<file path="src/rtl/mul_seq.sv">
// Iterative radix-2 shift-add multiplier for RV32M MUL/MULH/MULHSU/MULHU.
// Ports: clk, reset_n (async active-low), start, flush, op[1:0] (funct3[1:0]:
//   0=MUL 1=MULH 2=MULHSU 3=MULHU), a/b (rs1/rs2), busy, done (1-cycle pulse),
//   result (registered, held until the next done).
// Optional feature: define MUL_EARLY_OUT_EN to leave CALC as soon as the
//   remaining multiplier bits are all zero (variable latency).
module mul_seq #(
    parameter int XLEN = 32
) (
    input  logic            clk,
    input  logic            reset_n,
    input  logic            start,
    input  logic            flush,
    input  logic [1:0]      op,
    input  logic [XLEN-1:0] a,
    input  logic [XLEN-1:0] b,
    output logic            busy,
    output logic            done,
    output logic [XLEN-1:0] result
);

    localparam int CNT_W = $clog2(XLEN);
    localparam logic [CNT_W-1:0] CNT_LAST = CNT_W'(XLEN - 1);

    localparam logic [1:0] MUL_MUL    = 2'd0;
    localparam logic [1:0] MUL_MULH   = 2'd1;
    localparam logic [1:0] MUL_MULHSU = 2'd2;
    localparam logic [1:0] MUL_MULHU  = 2'd3;

    typedef enum logic [1:0] {
        IDLE,
        CALC,
        FIX
    } state_t;

    state_t state;
    state_t next_state;

    logic [2*XLEN-1:0] acc;
    logic [2*XLEN-1:0] mcand;
    logic [XLEN-1:0]   mplr;
    logic [CNT_W-1:0]  cnt;
    logic              neg;
    logic [1:0]        op_q;

    logic              a_sgn;
    logic              b_sgn;
    logic              a_neg;
    logic              b_neg;
    logic [XLEN-1:0]   a_mag;
    logic [XLEN-1:0]   b_mag;
    logic              last;
    logic [2*XLEN-1:0] acc_add;
    logic [2*XLEN-1:0] prod;

    // Operand signedness by opcode.
    always_comb begin
        a_sgn = 1'b0;
        b_sgn = 1'b0;
        unique case (op)
            MUL_MULH: begin
                a_sgn = 1'b1;
                b_sgn = 1'b1;
            end
            MUL_MULHSU: a_sgn = 1'b1;
            MUL_MUL,
            MUL_MULHU: ;
            default: ;
        endcase
    end

    // Negating -2^(XLEN-1) wraps to 2^(XLEN-1), which is the correct
    // magnitude once it is treated as unsigned.
    assign a_neg = a_sgn & a[XLEN-1];
    assign b_neg = b_sgn & b[XLEN-1];
    assign a_mag = a_neg ? -a : a;
    assign b_mag = b_neg ? -b : b;

`ifdef MUL_EARLY_OUT_EN
    // Stop once the bits still to be consumed are all zero.
    assign last = (cnt == CNT_LAST) || ((mplr >> 1) == '0);
`else
    assign last = (cnt == CNT_LAST);
`endif

    // mcand is pre-shifted each step, so it already equals |a| << cnt.
    assign acc_add = mplr[0] ? acc + mcand : acc;
    assign prod    = neg ? -acc : acc;

    assign busy = (state != IDLE);

    always_ff @(posedge clk or negedge reset_n) begin
        if (!reset_n) begin
            state <= IDLE;
        end else begin
            state <= next_state;
        end
    end

    // Flush wins over both acceptance and completion.
    always_comb begin
        next_state = state;
        if (flush) begin
            next_state = IDLE;
        end else begin
            unique case (state)
                IDLE: if (start) next_state = CALC;
                CALC: if (last) next_state = FIX;
                FIX:  next_state = IDLE;
                default: next_state = IDLE;
            endcase
        end
    end

    always_ff @(posedge clk or negedge reset_n) begin
        if (!reset_n) begin
            acc    <= '0;
            mcand  <= '0;
            mplr   <= '0;
            cnt    <= '0;
            neg    <= 1'b0;
            op_q   <= '0;
            done   <= 1'b0;
            result <= '0;
        end else begin
            done <= 1'b0;
            unique case (state)
                IDLE: begin
                    if (start && !flush) begin
                        acc   <= '0;
                        mcand <= {{XLEN{1'b0}}, a_mag};
                        mplr  <= b_mag;
                        cnt   <= '0;
                        neg   <= a_neg ^ b_neg;
                        op_q  <= op;
                    end
                end
                CALC: begin
                    acc   <= acc_add;
                    mcand <= mcand << 1;
                    mplr  <= mplr >> 1;
                    cnt   <= cnt + CNT_W'(1);
                end
                FIX: begin
                    if (!flush) begin
                        done <= 1'b1;
                        if (op_q == MUL_MUL) begin
                            result <= prod[XLEN-1:0];
                        end else begin
                            result <= prod[2*XLEN-1:XLEN];
                        end
                    end
                end
                default: ;
            endcase
        end
    end

endmodule
</file>
<file path="config.mk">
export PLATFORM = sky130hd
export DESIGN_NAME = mul_seq
export DESIGN_NICKNAME = d
export VERILOG_FILES = /design/src/rtl/mul_seq.sv
export SDC_FILE = /design/constraint.sdc
export NUM_CORES = 1
export LEC_CHECK = 0
export ABC_CLOCK_PERIOD_IN_PS = 9050
export CAP_MARGIN = 0
export CELL_PAD_IN_SITES_DETAIL_PLACEMENT = 1
export CELL_PAD_IN_SITES_GLOBAL_PLACEMENT = 2
export CORE_MARGIN = 5
export CORE_UTILIZATION = 39
export CTS_CLUSTER_SIZE = 24
export DETAILED_ROUTE_END_ITERATION = 16
export PLACE_DENSITY = 0.89
export SLEW_MARGIN = 20
export SYNTH_ARGS = -nofsm -noshare
export SYNTH_HDL_FRONTEND = slang
export SYNTH_SLANG_ARGS = --single-unit
</file>
<file path="constraint.sdc">
create_clock -name clk -period 9.05 [get_ports clk]
set_input_delay 0.905 -clock clk [delete_from_list [all_inputs] [get_ports clk]]
set_output_delay 0.905 -clock clk [all_outputs]
set_load 0.05 [all_outputs]
</file>
* Word level (Yosys, flattened, before mapping) *
Cells that the tools add are included.

operators by class
  add/sub/neg operators = 5
  equal/unequal tests = 9
  mux-type cells = 21
  bitwise logic cells = 4
  reductions and logical operators = 12

operators by type and width
  kind                 number
  $mux 64              4
  $pmux 64 s2          2
  $mux 32              4
  $add 64x64->64       1
  $neg 32->32          2
  $neg 64->64          1
  $pmux 32 s2          1
  $pmux 5 s2           1
  $reduce_and 2->1     4
  $mux 2               3
  $ne 3x3->1 const B   2
  $add 5x1->5 const B  1
  $eq 5x5->1 const B   1
  $mux 5               1
  $eq 2x1->1 const B   2
  $eq 2x2->1 const B   2
  $logic_not 2->1      2
  $mux 1               4
  $ne 2x2->1 const B   2
  $pmux 2 s2           1
  $reduce_bool 2->1    2
  $reduce_and 3->1     1
  $and 1x1->1          2
  $reduce_or 2->1      1
  other kinds (4)      4

word-level totals
  bits in registers = 203
  output and inout port bits = 34

* Longest topological paths before layout *
Gate-level depths: netlist of run 1.

  word-level depth = 7
  mapped depth = 13

* Worst setup path before layout of run 1 *
No wires, ideal clock.

  path kind = flip-flop to flip-flop
  start = reg acc[6]
  end = reg acc[41]
  setup time = 0.127 ns
  data arrival time = 3.069 ns
  required time = 8.923 ns
  slack = 5.855 ns
  stages on the path, launching flop included = 13
  path buffers = 1
  period minus slack after synthesis = 3.195 ns
  cell sequence = dfrtp_1 > ha_1 > clkbuf_1 > a21oi_1 > o21ai_0 > a31oi_1 > o41a_1 > or4_4 > o31ai_4 > a21oi_1 > o21bai_2 > mux2i_1 > nand3_1

on the way
  cells in the longest elaborated chain, start to end = 3

ends and longest elaborated chain
  element                 RTL line  source
  start, declared         39        logic [2*XLEN-1:0] acc;
  start signal, assigned  117       acc <= '0;
  start signal, assigned  130       acc <= '0;
  start signal, assigned  139       acc <= acc_add;
  $add 64x64->64          87        assign acc_add = mplr[0] ? acc + mcand : acc;
  $mux 64                 87
  $pmux 64 s2             127       unique case (state)

Every way passes these cells. The select of a mux whose other input is x is not followed.
A chain may end at the register's enable or synchronous reset.

* Worst setup path in the final report of run 1 *
  start = reg acc[21]
  end = reg acc[59]

Same word-level chain as after synthesis.

==> reports/results.tsv, run 1 <==
metric	value	unit
Placer Congestion	0.9241	
Final period util	41.11	%
clk slew on worst S/H paths	0.06	ns
total power	4.117	mW
Power Dens Cells	249.2	mW/mm2
DR vias	13246	
Worst Tran Pin Value	1.059	ns
number of antenna-violating nets in the routed design	0	
Worst Path Buf+Inv	0	
skew final	0.009612	ns
n_diodes	0	
Initial Utilization	39.37	%
WP data arrival	4.18	ns
clk_lat worst skew	0.53	ns
Hold Fails Final Rpt	0	
Async SR Flop Fraction	100.0	%
Startpoint Class	flop	
die height	202.0	um
worst hold slack	0.3851	ns
most frequent cells in the layout	nand2_1 (280), o21ai_0 (238), dfrtp_1 (202), a21oi_1 (119), clkdlybuf4s50_1 (102)	
Yosys cell types	81	
GRT Residual Overflow	0	
routed wire length	46590	um
post-synthesis compound-gate area fraction	26.24	%
# IOs	104	
Setup CP Type	reg -> reg	
Max clock buf depth	3	
RR Startpoint	acc[21]	
syn avg cell area	8.227	um2
Die ar.	0.04081	mm2
Synth Register Bits	203	
total CTS buffers	24	
DR vias/cell	5.822	
Iteration-0 DRC Markers	790	
r2r endpoint	acc[59]	
CTS H-Tree Depth	1	
# setup viols final	0	
post-synthesis cell area	0.01438	mm2
Reg2Reg Setup Slack	5.33	ns
max-slew violation count	0	
Crit. End Element	flop	
post-synthesis mux area share	0.2958	%
Synth Area in Adders	6.143	%
port bufs	103	
commonest non-fill, non-tap cell in the layout	nand2_1	
Crit path top cell by count	or4_1	
pin count of the biggest net entering global routing	102	
maximum clock frequency	268.8	MHz
CTS Hold Bufs	0	
row count	70	
vias in the first global route	13658	
first-pass GRT wire length	75770	um
Req. time, crit path	9.51	ns
crit-path max FO	9	
layout cells sized above 1	5.036	%
post-synthesis sequential area ratio	35.33	%
total track usage	22.40	%
Ys Warns	0	
Syn Nets	1888	
Root Driver	clkbuf_16	
Routed WL per cell	20.48	um
max incr delay on CP	0.49	ns
Pre-antenna DRT Iters	5	
Syn Inst Count	1748	
Worst path depth	11	
DP Wirelength	36100	um
Crit-path slowest cell	dfrtp_1	
nets	1929	
outcome	complete, no violations	
critical-path cell list	ha_1 -> and3_2 -> nand2_1 -> or4_1 -> or3_1 -> a311oi_2 -> o211ai_1 -> o211ai_2 -> a21boi_1 -> or4_1 -> nand3_1	
Synth-to-Final Area Change	14.87	%
P_leak	6.992	nW
Clock Sinks	203	
Post-synth EDFFs	0	
Worst IR Drop VDD	0.1297	mV
Worst path top cell family by delay	simple AND/OR/NAND/NOR gates	
TritonCTS clock tree	yes	
simple-gate share of the synthesized area	17.50	%
CORE AREA	0.03652	mm2
RSZ-0062 raised after global routing	false	
Post-CTS Resized	0	
worst min path class	in -> async	
Synth Flop Type	dfrtp_1	
largest family of logic cells by synthesized area	compound AO/OA/AOI/OAI gates	
Setup TNS	0	ns
Tmin final	3.720	ns
Post-Synth XOR/XNOR Area	10.66	%
Max-Cap Viols	0	
Slew HR	29.42	%
DRC errors left	0	
Die X-Extent	202.0	um
initial antenna violation count	0	
Post-CTS Setup Repair Bufs	0	
Reg2Reg Depth	11	
-- per-stage QoR --
| stage | cells | area, um2 | setup WS, ns | utilization (%) |
|---|---|---|---|---|
| after floorplan | 1748 | 14380 | 5.855 | - |
| after global placement | 2230 | 15710 | 5.433 | 43.00 |
| after detailed placement | 2230 | 15710 | 5.372 | 43.01 |
| after CTS | 2274 | 16500 | 5.373 | 45.19 |
| after global routing | 2275 | 16520 | 5.123 | 45.23 |
| final | 2275 | 16520 | 5.330 | 45.23 |
-- power by group --
part	internal, mW	switching [mW]
logic	0.661	1.09
clock network	0.587	0.396
registers	1.09	0.291
-- how the worst max path moves through the flow --
stage,end,from
floorplan,acc[41],acc[6]
global placement,acc[59],acc[21]
detailed placement,acc[59],acc[21]
CTS,acc[59],acc[21]
global route,acc[58],acc[0]
finish,acc[59],acc[21]
-- cells by family after synthesis --
group / after synthesis
AOI/OAI and AO/OA: 611
xor gates and xnor gates: 175
adders and majority gates: 70
buffers and inverters: 138
DFF: 203
muxes: 3
and+or+nand+nor: 548
-- cells in the mapped netlist, types with 8 or more instances --
cell,n,area share (%)
or3_1,19,0.83
a21oi_1,119,4.1
xor2_1,82,5.0
xnor2_1,93,5.7
nand2b_1,13,0.57
nor4_1,10,0.44
nand2_1,280,7.3
or4_1,11,0.57
nor3_1,29,1.0
a22oi_1,61,3.2
nor2b_1,8,0.35
nand3_1,26,0.90
dfrtp_1,203,35
a31oi_1,16,0.70
o221ai_1,9,0.55
o41ai_1,10,0.61
o31ai_1,35,1.8
nor2_1,88,2.3
clkbuf_1,85,2.2
o21ai_1,22,0.77
and2_1,8,0.35
inv_1,38,0.99
nand4_1,22,0.96
ha_1,69,6.0
o21bai_1,13,0.68
a21o_1,28,1.5
o21ai_0,238,8.3
-- cell type report --
type,instances,area [um2]
Fill cell,4353,20000
Multi-Input combinational cell,1407,8782
Sequential cell,203,5084
Timing Repair Buffer,115,1129
Clock buffer,34,689.4
Tap cell,468,585.6
Inverter,38,142.6
Clock inverter,10,106.4
-- metal layers --
layer / wire [um] / up-vias / GRT usage, %
met3: 2331 / 46 / 3.530
met4: 770 / 0 / 3.979
li1: - / 6385 / -
met1: 22270 / 6529 / 32.07
met2: 21210 / 286 / 36.40
met5: 0 / - / 0
-- sequential cells by signal, indices dropped and copies added, names as in the netlist --
register and cells:
result 32, state 2, cnt 5, mplr 32
acc 64, done 1, op_q 2, neg 1
mcand 64
(Power assumes the default switching activity.)
==> run 2: changes to the inputs <==
--- a/config.mk
+++ b/config.mk
@@ -5,15 +5,15 @@
 export SDC_FILE = /design/constraint.sdc
 export NUM_CORES = 1
 export LEC_CHECK = 0
-export ABC_CLOCK_PERIOD_IN_PS = 9050
+export ABC_CLOCK_PERIOD_IN_PS = 3200
 export CAP_MARGIN = 0
 export CELL_PAD_IN_SITES_DETAIL_PLACEMENT = 1
 export CELL_PAD_IN_SITES_GLOBAL_PLACEMENT = 2
 export CORE_MARGIN = 5
-export CORE_UTILIZATION = 39
+export CORE_UTILIZATION = 33
 export CTS_CLUSTER_SIZE = 24
 export DETAILED_ROUTE_END_ITERATION = 16
-export PLACE_DENSITY = 0.89
+export PLACE_DENSITY = 0.81
 export SLEW_MARGIN = 20
 export SYNTH_ARGS = -nofsm -noshare
 export SYNTH_HDL_FRONTEND = slang
==> constraint.sdc (replaced) <==
create_clock -name clk -period 3.2 [get_ports clk]
set_input_delay 0.32 -clock clk [delete_from_list [all_inputs] [get_ports clk]]
set_output_delay 0.32 -clock clk [all_outputs]
set_load 0.05 [all_outputs]
==> run 2 against run 1 <==
  * Die area rose by 17%
  * Total power rose to 3.3 times the previous value
  * Critical endpoint is now acc[61]
  * Design area up 12%
  * Highest routed layer unchanged
  * Non-clock buffer count grew 168
  * Core utilization fell by 2.4 points
  * Clock power increased to 3.2 times the previous value
  * Cell count up 13%
  * Register-to-register slack got worse by 5.3 ns
  * Critical path type unchanged
  * Clock skew is 0.0062 ns higher
  * Fmax increased by 18%
  * Worst hold slack lost 0.010 ns
==> reports/results.tsv, run 2 (synthesis gave the netlist of run 1 again) <==
metric	value	unit	change
placed cells	2505		+12%
Max clock buf depth	3		unchanged
GRT Residual Overflow	0		unchanged
crit-path max FO	5		-4
port bufs	103		unchanged
r2r endpoint	acc[61]		
Power Dens Cells	728.9	mW/mm2	+190%
row count	76		+8.6%
critical-path cell list	ha_1 -> nand2_1 -> o21ai_2 -> a31oi_2 -> o41a_1 -> or4_4 -> o31ai_4 -> buf_6 -> a21bo_4 -> a31oi_2 -> xnor2_1 -> o21ai_1		
routed wire length	49900	um	+7.1%
Root Driver	clkbuf_16		
Reg2Reg Setup Slack	0.04	ns	-5.29 ns
Slew HR	25.49	%	-3.9 points
worst min path class	in -> async		
number of antenna-violating nets in the routed design	0		unchanged
Initial Utilization	33.38	%	-6.0 points
# setup viols final	0		unchanged
Max-Cap Viols	0		unchanged
Crit path top cell by count	a31oi_2		
DR vias	13944		+5.3%
CTS H-Tree Depth	1		unchanged
pin count of the biggest net entering global routing	100		-2.0%
Tmin final	3.161	ns	-0.5589 ns
Iteration-0 DRC Markers	861		+9.0%
Reg2Reg Depth	12		+1
maximum clock frequency	316.3	MHz	+18%
top flop regs	acc (64), mcand (64)		
Setup CP Type	reg -> reg		
vias in the first global route	14659		+7.3%
Hold Fails Final Rpt	0		unchanged
max incr delay on CP	0.58	ns	+0.09 ns
P_leak	7.967	nW	+14%
DP Wirelength	38680	um	+7.1%
DRC errors left	0		unchanged
Crit. End Element	flop		
clk slew on worst S/H paths	0.06	ns	about the same
Req. time, crit path	3.61	ns	-5.90 ns
total CTS buffers	27		+13%
Placer Congestion	0.9095		-1.6%
initial antenna violation count	1		+1
Final period util	98.80	%	+58 points
Clock Sinks	203		unchanged
total track usage	20.63	%	-1.8 points
commonest non-fill, non-tap cell in the layout	nand2_1		
die height	218.8	um	+8.3%
DR vias/cell	5.432		-6.7%
Startpoint Class	flop		
# IOs	104		unchanged
Setup TNS	0	ns	unchanged
TritonCTS clock tree	yes		
Synth-to-Final Area Change	28.37	%	
Final Core Density	42.85	%	-2.4 points
Crit-path slowest cell	or4_4		
Pre-antenna DRT Iters	5		unchanged
Die ar.	0.04785	mm2	+17%
layout cells sized above 1	15.81	%	+11 points
Routed WL per cell	19.44	um	-5.1%
fill cell count	5114		+17%
clk_lat worst skew	0.55	ns	+0.02 ns
WP data arrival	3.57	ns	-0.61 ns
skew final	0.01584	ns	+0.006229 ns
RR Startpoint	mcand[7]		
RSZ-0062 raised after global routing	true		
Non-Filler Instances	2567		+13%
Worst Tran Pin Value	1.118	ns	+0.05905 ns
Worst IR Drop VDD	0.3663	mV	+180%
Die X-Extent	218.8	um	+8.3%
CORE AREA	0.04308	mm2	+18%
max-slew violation count	0		unchanged
outcome	complete, no violations		
most frequent cells in the layout	nand2_1 (275), o21ai_0 (227), dfrtp_1 (200), buf_4 (172), a21oi_1 (117)		
nets	2100		+8.9%
first-pass GRT wire length	80410	um	+6.1%
==> run 2: critical path, delay by kind of cell (launching register included) <==
family	cells	cell delay (ns)
AO/OA/AOI/OAI	7	1.22
AND/OR/NAND/NOR	2	0.71
flip-flops	1	0.39
adder cells (fa/ha/maj)	1	0.37
XOR/XNOR	1	0.19
buffers and inverters	1	0.15
==> run 2: area by class of cell <==
type | instances | area [um2] | area share (%)
clock inverter | 10 | 135.1 | 0.7321
inverter | 38 | 142.6 | 0.7727
multi-input combinational | 1407 | 9120 | 49.41
antenna | 2 | 5.005 | 0.02711
sequential | 203 | 5084 | 27.54
tap | 585 | 732.0 | 3.965
clock buffer | 39 | 790.8 | 4.284
timing repair buffer | 283 | 2450 | 13.27
==> run 2: worst max path at each step <==
stage	startpoint	slack [ns]	cells after the start	to
finish	mcand[7]	0.04	12	acc[61]
global route	mcand[20]	-0.1	11	acc[59]
CTS	mcand[22]	0.002	12	acc[59]
detailed placement	acc[8]	-0.16	11	acc[41]
global placement	acc[22]	-0.05	15	acc[51]
floorplan	acc[6]	0.005	12	acc[41]
==> run 2: repair_timing <==
| action | in CTS | in global routing |
|---|---|---|
| setup buffers | 3 | 8 |
| setup endpoints to repair | 16 | 39 |
| pin swaps | 6 | 12 |
| hold buffers | 1 | 0 |
| resized for setup | 8 | 65 |
| hold endpoints to repair | 71 | 0 |
==> run 2: metal layers <==
metal / vias to the layer above / wire, um / track usage (%)
met5: - / 0 / 0
met4: 0 / 981 / 4.543
met3: 55 / 2170 / 2.923
met2: 237 / 23340 / 34.42
met1: 6900 / 23410 / 28.56
li1: 6752 / - / -
==> run 2: power by group <==
part           switching [mW]  internal [mW]  leakage [nW]  total, mW
sequential              0.572           3.10          2.69       3.67
clock                    1.19           1.95         0.456       3.14
combinational            3.72           2.92          4.82       6.64
==> run 2: metrics by stage <==
stage / power (mW) / setup slack (ns) / instance area, um2 / hold WS (ns)
3_5_place_dp: 9.852 / -0.1552 / 17090 / 0.3752
4_1_cts: 13.16 / 0.002304 / 18080 / 0.3822
6_report: 13.45 / 0.03854 / 18460 / 0.3749
2_1_floorplan: 7.222 / 0.004569 / 14380 / 0.02441
5_1_grt: 14.32 / -0.09960 / 18450 / 0.4231
3_3_place_gp: 9.661 / -0.05059 / 17090 / 0.3776
